$ cat src/rtl/cpu_seq_pkg.sv
// rtl/cpu_seq_pkg.sv - shared state, pc_op encodings and vector helper for core_sequencer.
package cpu_seq_pkg;

  localparam int STATE_W = 8;

  typedef enum logic [STATE_W-1:0] {
    S_FETCH    = 8'b0000_0001,
    S_DECODE   = 8'b0000_0010,
    S_REG_READ = 8'b0000_0100,
    S_ALU      = 8'b0000_1000,
    S_MEM      = 8'b0001_0000,
    S_REG_WR   = 8'b0010_0000,
    S_PC_DELAY = 8'b0100_0000,
    S_IRQ      = 8'b1000_0000
  } state_t;

  typedef enum logic [1:0] {
    PC_NOP = 2'd0,
    PC_INC = 2'd1,
    PC_SET = 2'd2,
    PC_VEC = 2'd3
  } pc_op_t;

  // Vector slots are two words apart; the sum wraps at 16 bits.
  function automatic logic [15:0] irq_target(input logic [15:0] base, input logic [7:0] idx);
    return base + {7'b0, idx, 1'b0};
  endfunction

endpackage

$ cat src/rtl/irq_prio_enc.sv
// rtl/irq_prio_enc.sv - lowest-index-first priority encoder for interrupt requests.
module irq_prio_enc #(
  parameter int LINES = 4,
  parameter int IW    = (LINES > 1) ? $clog2(LINES) : 1
) (
  input  logic [LINES-1:0] req,
  output logic [IW-1:0]    idx,
  output logic [LINES-1:0] onehot,
  output logic             valid
);

  // Scan from the top so the lowest set index is the last one written.
  always_comb begin
    idx    = '0;
    onehot = '0;
    valid  = 1'b0;
    for (int i = LINES - 1; i >= 0; i--) begin
      if (req[i]) begin
        idx       = IW'(i);
        onehot    = '0;
        onehot[i] = 1'b1;
        valid     = 1'b1;
      end
    end
  end

endmodule

$ cat src/rtl/core_sequencer.sv
// rtl/core_sequencer.sv - d16 instruction-cycle sequencer with MEM timeout and vectored IRQ entry.
// Define SEQ_IRQ_EN to build the interrupt path (ie register, IRQ state, priority encoder).
module core_sequencer
  import cpu_seq_pkg::*;
#(
  parameter int          IRQ_LINES   = 4,
  parameter logic [15:0] IRQ_BASE    = 16'h0004,
  parameter int          MEM_TIMEOUT = 64
) (
  input  logic                 clk,
  input  logic                 rst_n,
  input  logic [15:0]          fetch_data,
  input  logic [3:0]           flags_out,
  input  logic                 en_mem,
  input  logic                 mem_wait,
  input  logic                 should_branch,
  input  logic                 ie_set,
  input  logic                 ie_clr,
  input  logic [IRQ_LINES-1:0] irq,
  input  logic                 bus_err_clr,
  output logic [STATE_W-1:0]   state,
  output logic                 en_decoder,
  output logic                 en_alu,
  output logic                 en_register,
  output logic                 mmio_en,
  output logic                 en_pc,
  output logic [1:0]           pc_op,
  output logic [15:0]          instruction,
  output logic [3:0]           flags_in,
  output logic                 wr_inhibit,
  output logic                 bus_err,
  output logic                 irq_lr_wr,
  output logic [IRQ_LINES-1:0] irq_ack,
  output logic [15:0]          irq_vector
);

  localparam int          IW      = (IRQ_LINES > 1) ? $clog2(IRQ_LINES) : 1;
  localparam bit          TO_EN   = (MEM_TIMEOUT != 0);
  localparam logic [15:0] TO_LAST = TO_EN ? 16'(MEM_TIMEOUT - 1) : 16'd0;

  state_t                 cur;
  state_t                 nxt;
  pc_op_t                 op;
  logic [15:0]            wait_cnt;
  logic                   timeout;
  logic                   irq_take;
  logic [IRQ_LINES-1:0]   enc_req;
  logic [IRQ_LINES-1:0]   enc_onehot;
  logic [IW-1:0]          enc_idx;
  logic                   enc_valid;

  assign timeout = TO_EN && (cur == S_MEM) && mem_wait && (wait_cnt == TO_LAST);

  irq_prio_enc #(
    .LINES (IRQ_LINES),
    .IW    (IW)
  ) u_prio (
    .req    (enc_req),
    .idx    (enc_idx),
    .onehot (enc_onehot),
    .valid  (enc_valid)
  );

`ifdef SEQ_IRQ_EN
  logic                 ie;
  logic [IRQ_LINES-1:0] irq_lat;

  assign irq_take = ie && (|irq);
  // The request is frozen in PC_DELAY so the ack never follows live irq.
  assign enc_req  = irq_lat;

  always_ff @(posedge clk) begin
    if (!rst_n) begin
      ie      <= 1'b0;
      irq_lat <= '0;
    end else begin
      if (cur == S_IRQ || ie_clr) begin
        ie <= 1'b0;
      end else if (ie_set) begin
        ie <= 1'b1;
      end
      if (cur == S_PC_DELAY) begin
        irq_lat <= irq;
      end
    end
  end
`else
  logic unused_irq_path;

  assign irq_take        = 1'b0;
  assign enc_req         = '0;
  assign unused_irq_path = ^{irq, ie_set, ie_clr, enc_onehot, enc_idx, enc_valid};
`endif

  always_ff @(posedge clk) begin
    if (!rst_n) begin
      cur         <= S_FETCH;
      instruction <= '0;
      flags_in    <= '0;
      wait_cnt    <= '0;
      bus_err     <= 1'b0;
      wr_inhibit  <= 1'b0;
    end else begin
      cur <= nxt;
      if (cur == S_FETCH && !mem_wait) begin
        instruction <= fetch_data;
      end
      if (cur == S_DECODE) begin
        flags_in <= flags_out;
      end
      if (cur == S_ALU) begin
        wait_cnt <= '0;
      end else if (cur == S_MEM && mem_wait) begin
        wait_cnt <= wait_cnt + 16'd1;
      end
      if (timeout) begin
        bus_err <= 1'b1;
      end else if (bus_err_clr) begin
        bus_err <= 1'b0;
      end
      if (timeout) begin
        wr_inhibit <= 1'b1;
      end else if (cur == S_REG_WR) begin
        wr_inhibit <= 1'b0;
      end
    end
  end

  always_comb begin
    nxt = cur;
    case (cur)
      S_FETCH:    if (!mem_wait) nxt = S_DECODE;
      S_DECODE:   nxt = S_REG_READ;
      S_REG_READ: nxt = S_ALU;
      S_ALU:      nxt = en_mem ? S_MEM : S_REG_WR;
      S_MEM:      if (!mem_wait || timeout) nxt = S_REG_WR;
      S_REG_WR:   nxt = S_PC_DELAY;
      S_PC_DELAY: nxt = irq_take ? S_IRQ : S_FETCH;
      S_IRQ:      nxt = S_FETCH;
      default:    nxt = S_FETCH;
    endcase
  end

  // Strobes are held inactive while reset is asserted.
  always_comb begin
    op          = PC_NOP;
    en_decoder  = 1'b0;
    en_alu      = 1'b0;
    en_register = 1'b0;
    mmio_en     = 1'b0;
    irq_lr_wr   = 1'b0;
    irq_ack     = '0;
    irq_vector  = '0;
    if (rst_n) begin
      case (cur)
        S_FETCH: begin
          if (!mem_wait) op = PC_INC;
        end
        S_DECODE: begin
          en_decoder = 1'b1;
        end
        S_REG_READ: begin
          en_register = 1'b1;
          if (instruction[15]) op = PC_INC;
        end
        S_ALU: begin
          en_alu = 1'b1;
        end
        S_MEM: begin
          mmio_en = 1'b1;
        end
        S_REG_WR: begin
          en_register = 1'b1;
          if (should_branch) op = PC_SET;
        end
`ifdef SEQ_IRQ_EN
        S_IRQ: begin
          if (enc_valid) begin
            op         = PC_VEC;
            irq_lr_wr  = 1'b1;
            irq_ack    = enc_onehot;
            irq_vector = irq_target(IRQ_BASE, 8'(enc_idx));
          end
        end
`endif
        default: ;
      endcase
    end
  end

  assign state = cur;
  assign pc_op = op;
  assign en_pc = (op != PC_NOP);

endmodule

$ cat config.mk
export PLATFORM = sky130hd
export DESIGN_NAME = core_sequencer
export DESIGN_NICKNAME = d
export VERILOG_FILES = /design/src/rtl/cpu_seq_pkg.sv /design/src/rtl/irq_prio_enc.sv /design/src/rtl/core_sequencer.sv
export SDC_FILE = /design/constraint.sdc
export NUM_CORES = 1
export LEC_CHECK = 0
export CAP_MARGIN = 20
export CORE_UTILIZATION = 38
export DETAILED_ROUTE_END_ITERATION = 8
export GPL_TIMING_DRIVEN = 0
export PLACE_DENSITY = 0.76
export SETUP_SLACK_MARGIN = 0.05
export SLEW_MARGIN = 20
export SYNTH_ARGS = -nofsm -noshare
export SYNTH_HDL_FRONTEND = slang
export SYNTH_SLANG_ARGS = --single-unit
$ cat constraint.sdc
create_clock -name clk -period 1.9 [get_ports clk]
set_input_delay 0.38 -clock clk [delete_from_list [all_inputs] [get_ports clk]]
set_output_delay 0.38 -clock clk [all_outputs]
set_load 0.005 [all_outputs]
==> run metrics <==
final clock period utilization by the worst path=1.04; synthesis-to-layout area growth=62.1%; Final WS setup=-0.0746 ns; most frequent cells in the layout=clkdlybuf4s50_1 (52), nand2_1 (42), dfxtp_1 (38), buf_4 (36), conb_1 (22); Finished Core Util=0.659; Synth Area in Simple Gates=0.287; critical-path maximum fanout=8; Tmin final=1.97 ns; Vias per Instance=4.97; Top delay family on crit path=simple AND/OR/NAND/NOR gates; mux share of post-synthesis cell area=0.0234; Worst setup EP type=output pin; Leak=1.44 nW; number of routed nets with antenna violations=0; Die Wd=77.1 um; starting DRC count in detailed routing=183; final net count=399; Synth Area per Inst=8.34 um2; flop2flop setup slack=-0.01 ns; FF+latch count, synth=45; Fmax=506 MHz; largest net degree at the start of global routing=15; DRC violations left=0; Worst-path clk slew=0.09 ns; layout cells sized above 1=0.305; Worst EP arrival=1.59 ns; Placer Congestion=0.771; DR vias=2174; initial core utilization=0.407; DR WL/cell=13.6 um; Switch Pwr=0.492 mW; final WL=5.94 mm; die area=5940 um2; CP required=1.52 ns; Antenna Cells=0; MaxCap Viol Count=0; initial antenna violation count=0; Synth warnings=0; count of input and output buffers=61; Sequential Power Share=0.477; area of the multi-input gates=1290 um2; P per Cell Area=597 nW/um2; drt pass-1 iters=4; Compound-Gate Fraction of Synth Area=0.118; worst min path class=flip-flop to flip-flop; fill count=413; core area=5270 um2; reg2reg path depth=7; Slew Limit Fails=0; dpl hpwl=3.69 mm; Yosys cell types=36; synthesized area=2140 um2; RSZ-0062 raised after global routing=yes; number of global-route vias before repair=1901; slowest stage delay, CP=0.39 ns; sequential fraction of the synthesis area=0.420; Post-Synth Adder-Cell Area=0.00584; Async SR Flop Fraction=0; clock share of power=0.371; critical path class=flip-flop to output pin; Worst VDD drop=0.307 mV; r2r endpoint=wait_cnt[14]; failing checks=setup timing; Synth area leader=dfxtp_1; CTS tree=yes; ordered cell list for the critical path=nor4_4 > and3_4 > buf_6 > nand2_2 > a21oi_2 > buf_2; global-route wire length before repair=9.07 mm; Post-Synth XOR/XNOR Area=0.0327; crit path from=state[0]; worst reg2reg startpoint=state[0]; main flop type after synthesis=dfxtp_1; pre-CTS setup slack=-0.909 ns; Mapped Cells=257; P_int=1.58 mW; most common cell after layout, fill and taps aside=clkdlybuf4s50_1; FF/Latch Area=915 um2; Startpoint Class=flip-flop; GRT overflow=0; CTS Buf Count=5; top-area cell type share of the netlist area=0.420; row cnt=26; final setup fails=3; clk sinks=45; WP depth=6; Crit-path slowest cell=dfxtp_4; Clock Skew=0.00924 ns; Sw Ratio=0.237; Die Y=77.1 um; clock buffer depth=2; last element of the critical path=en_pc; latest clock arrival within the worst-skew pair=0.30 ns; H-tree depth=2; main combinational cell family by area after synthesis=simple AND/OR/NAND/NOR gates; status=finished, violations left; most area-consuming cells after synthesis=dfxtp_1 (42%), nand2_1 (8.2%), buf_4 (7.7%); io pins=90; combinational power share=0.152; Worst Path Buf+Inv=2; final hold violations=0; GRT Util Overall=0.190; number of synthesized flops with an enable pin=0; root buf cell=clkbuf_8
-- worst min-delay path by stage --
stage	start	to	slack [ns]	cells after the start
6_report	instruction[8]	instruction[8]	0.46	2
5_1_grt	instruction[8]	instruction[8]	0.48	2
4_1_cts	instruction[10]	instruction[10]	0.46	2
3_5_place_dp	instruction[10]	instruction[10]	0.45	2
3_3_place_gp	instruction[10]	instruction[10]	0.44	2
2_1_floorplan	wait_cnt[15]	wait_cnt[15]	0.45	2
-- metal layers --
metal	track usage	share of wire	vias to the layer above
li1	-	-	1072
met1	0.231	0.42	1009
met2	0.324	0.50	80
met3	0.0452	0.058	13
met4	0.0679	0.020	0
met5	0	0	-
-- Yosys cell counts, types with 2 or more instances --
library cell / number
nand2_1: 47
dfxtp_1: 45
a21oi_1: 26
buf_4: 22
nor2_1: 20
o31ai_1: 9
or4_1: 9
nand3_1: 8
xor2_1: 8
clkbuf_1: 6
and3_1: 5
mux2i_1: 5
nand4_1: 5
and2_1: 4
nor4b_1: 4
nor3_1: 3
o22ai_1: 3
and4_1: 2
buf_1: 2
buf_2: 2
buf_6: 2
inv_1: 2
nor3b_1: 2
nor4_1: 2
o21ai_0: 2
or3_1: 2
-- worst reg2reg max path, delay by kind of cell, from the launching register on --
| family | cells | cell delay (ns) |
|---|---|---|
| buffers and inverters | 3 | 0.48 |
| AND/OR/NAND/NOR | 3 | 0.84 |
| flip-flops | 1 | 0.39 |
| AO/OA/AOI/OAI | 1 | 0.13 |
-- cell families after synthesis --
| group | after synthesis |
|---|---|
| buffers and inverters | 37 |
| multiplexers | 5 |
| adder cells (fa/ha/maj) | 1 |
| AO/OA/AOI/OAI | 43 |
| flip-flops | 45 |
| other | 1 |
| AND/OR/NAND/NOR | 117 |
| XOR/XNOR | 8 |
-- per-stage QoR --
stage / hold WS (ns) / instances / area [um2] / TNS (ns) / power, mW
after global placement: 0.442 / 409 / 2920 / -13.37 / 1.28
final: 0.456 / 437 / 3470 / -0.150 / 2.07
after floorplan: 0.452 / 278 / 2220 / 0 / 1.14
after detailed placement: 0.448 / 409 / 2920 / -13.84 / 1.28
after global routing: 0.484 / 437 / 3470 / -0.834 / 2.16
after CTS: 0.460 / 434 / 3310 / -0.464 / 2.07
-- area by class of cell --
type | count | share of cell area
clock inverters | 2 | 0.0108
repair buffers | 84 | 0.232
plain buffers | 31 | 0.0688
clock buffers | 6 | 0.0238
well taps | 70 | 0.0252
flip-flops and latches | 45 | 0.263
inverters | 3 | 0.00396
multi-input cells | 196 | 0.373
-- repair_timing --
action | in CTS | in global routing
pin swaps | 17 | 22
gates resized for setup | 72 | 39
hold buffers | 0 | 0
setup endpoints to repair | 33 | 33
buffers inserted | 18 | 6
-- flip-flops by register name, indices dropped and copies added, names as in the netlist --
name and cells:
wr_inhibit 1, bus_err 1, wait_cnt 16, state 7, instruction 16, flags_in 4
-- power by group through the flow --
stage               logic [mW]  registers, mW  clock network [mW]
floorplan                0.133           1.01                   0
global placement         0.271           1.01                   0
detailed placement       0.273           1.01                   0
CTS                      0.305          0.986               0.776
global route             0.339          0.994               0.822
finish                   0.315          0.990               0.770
Note: power is estimated with default switching activity, not from simulation.
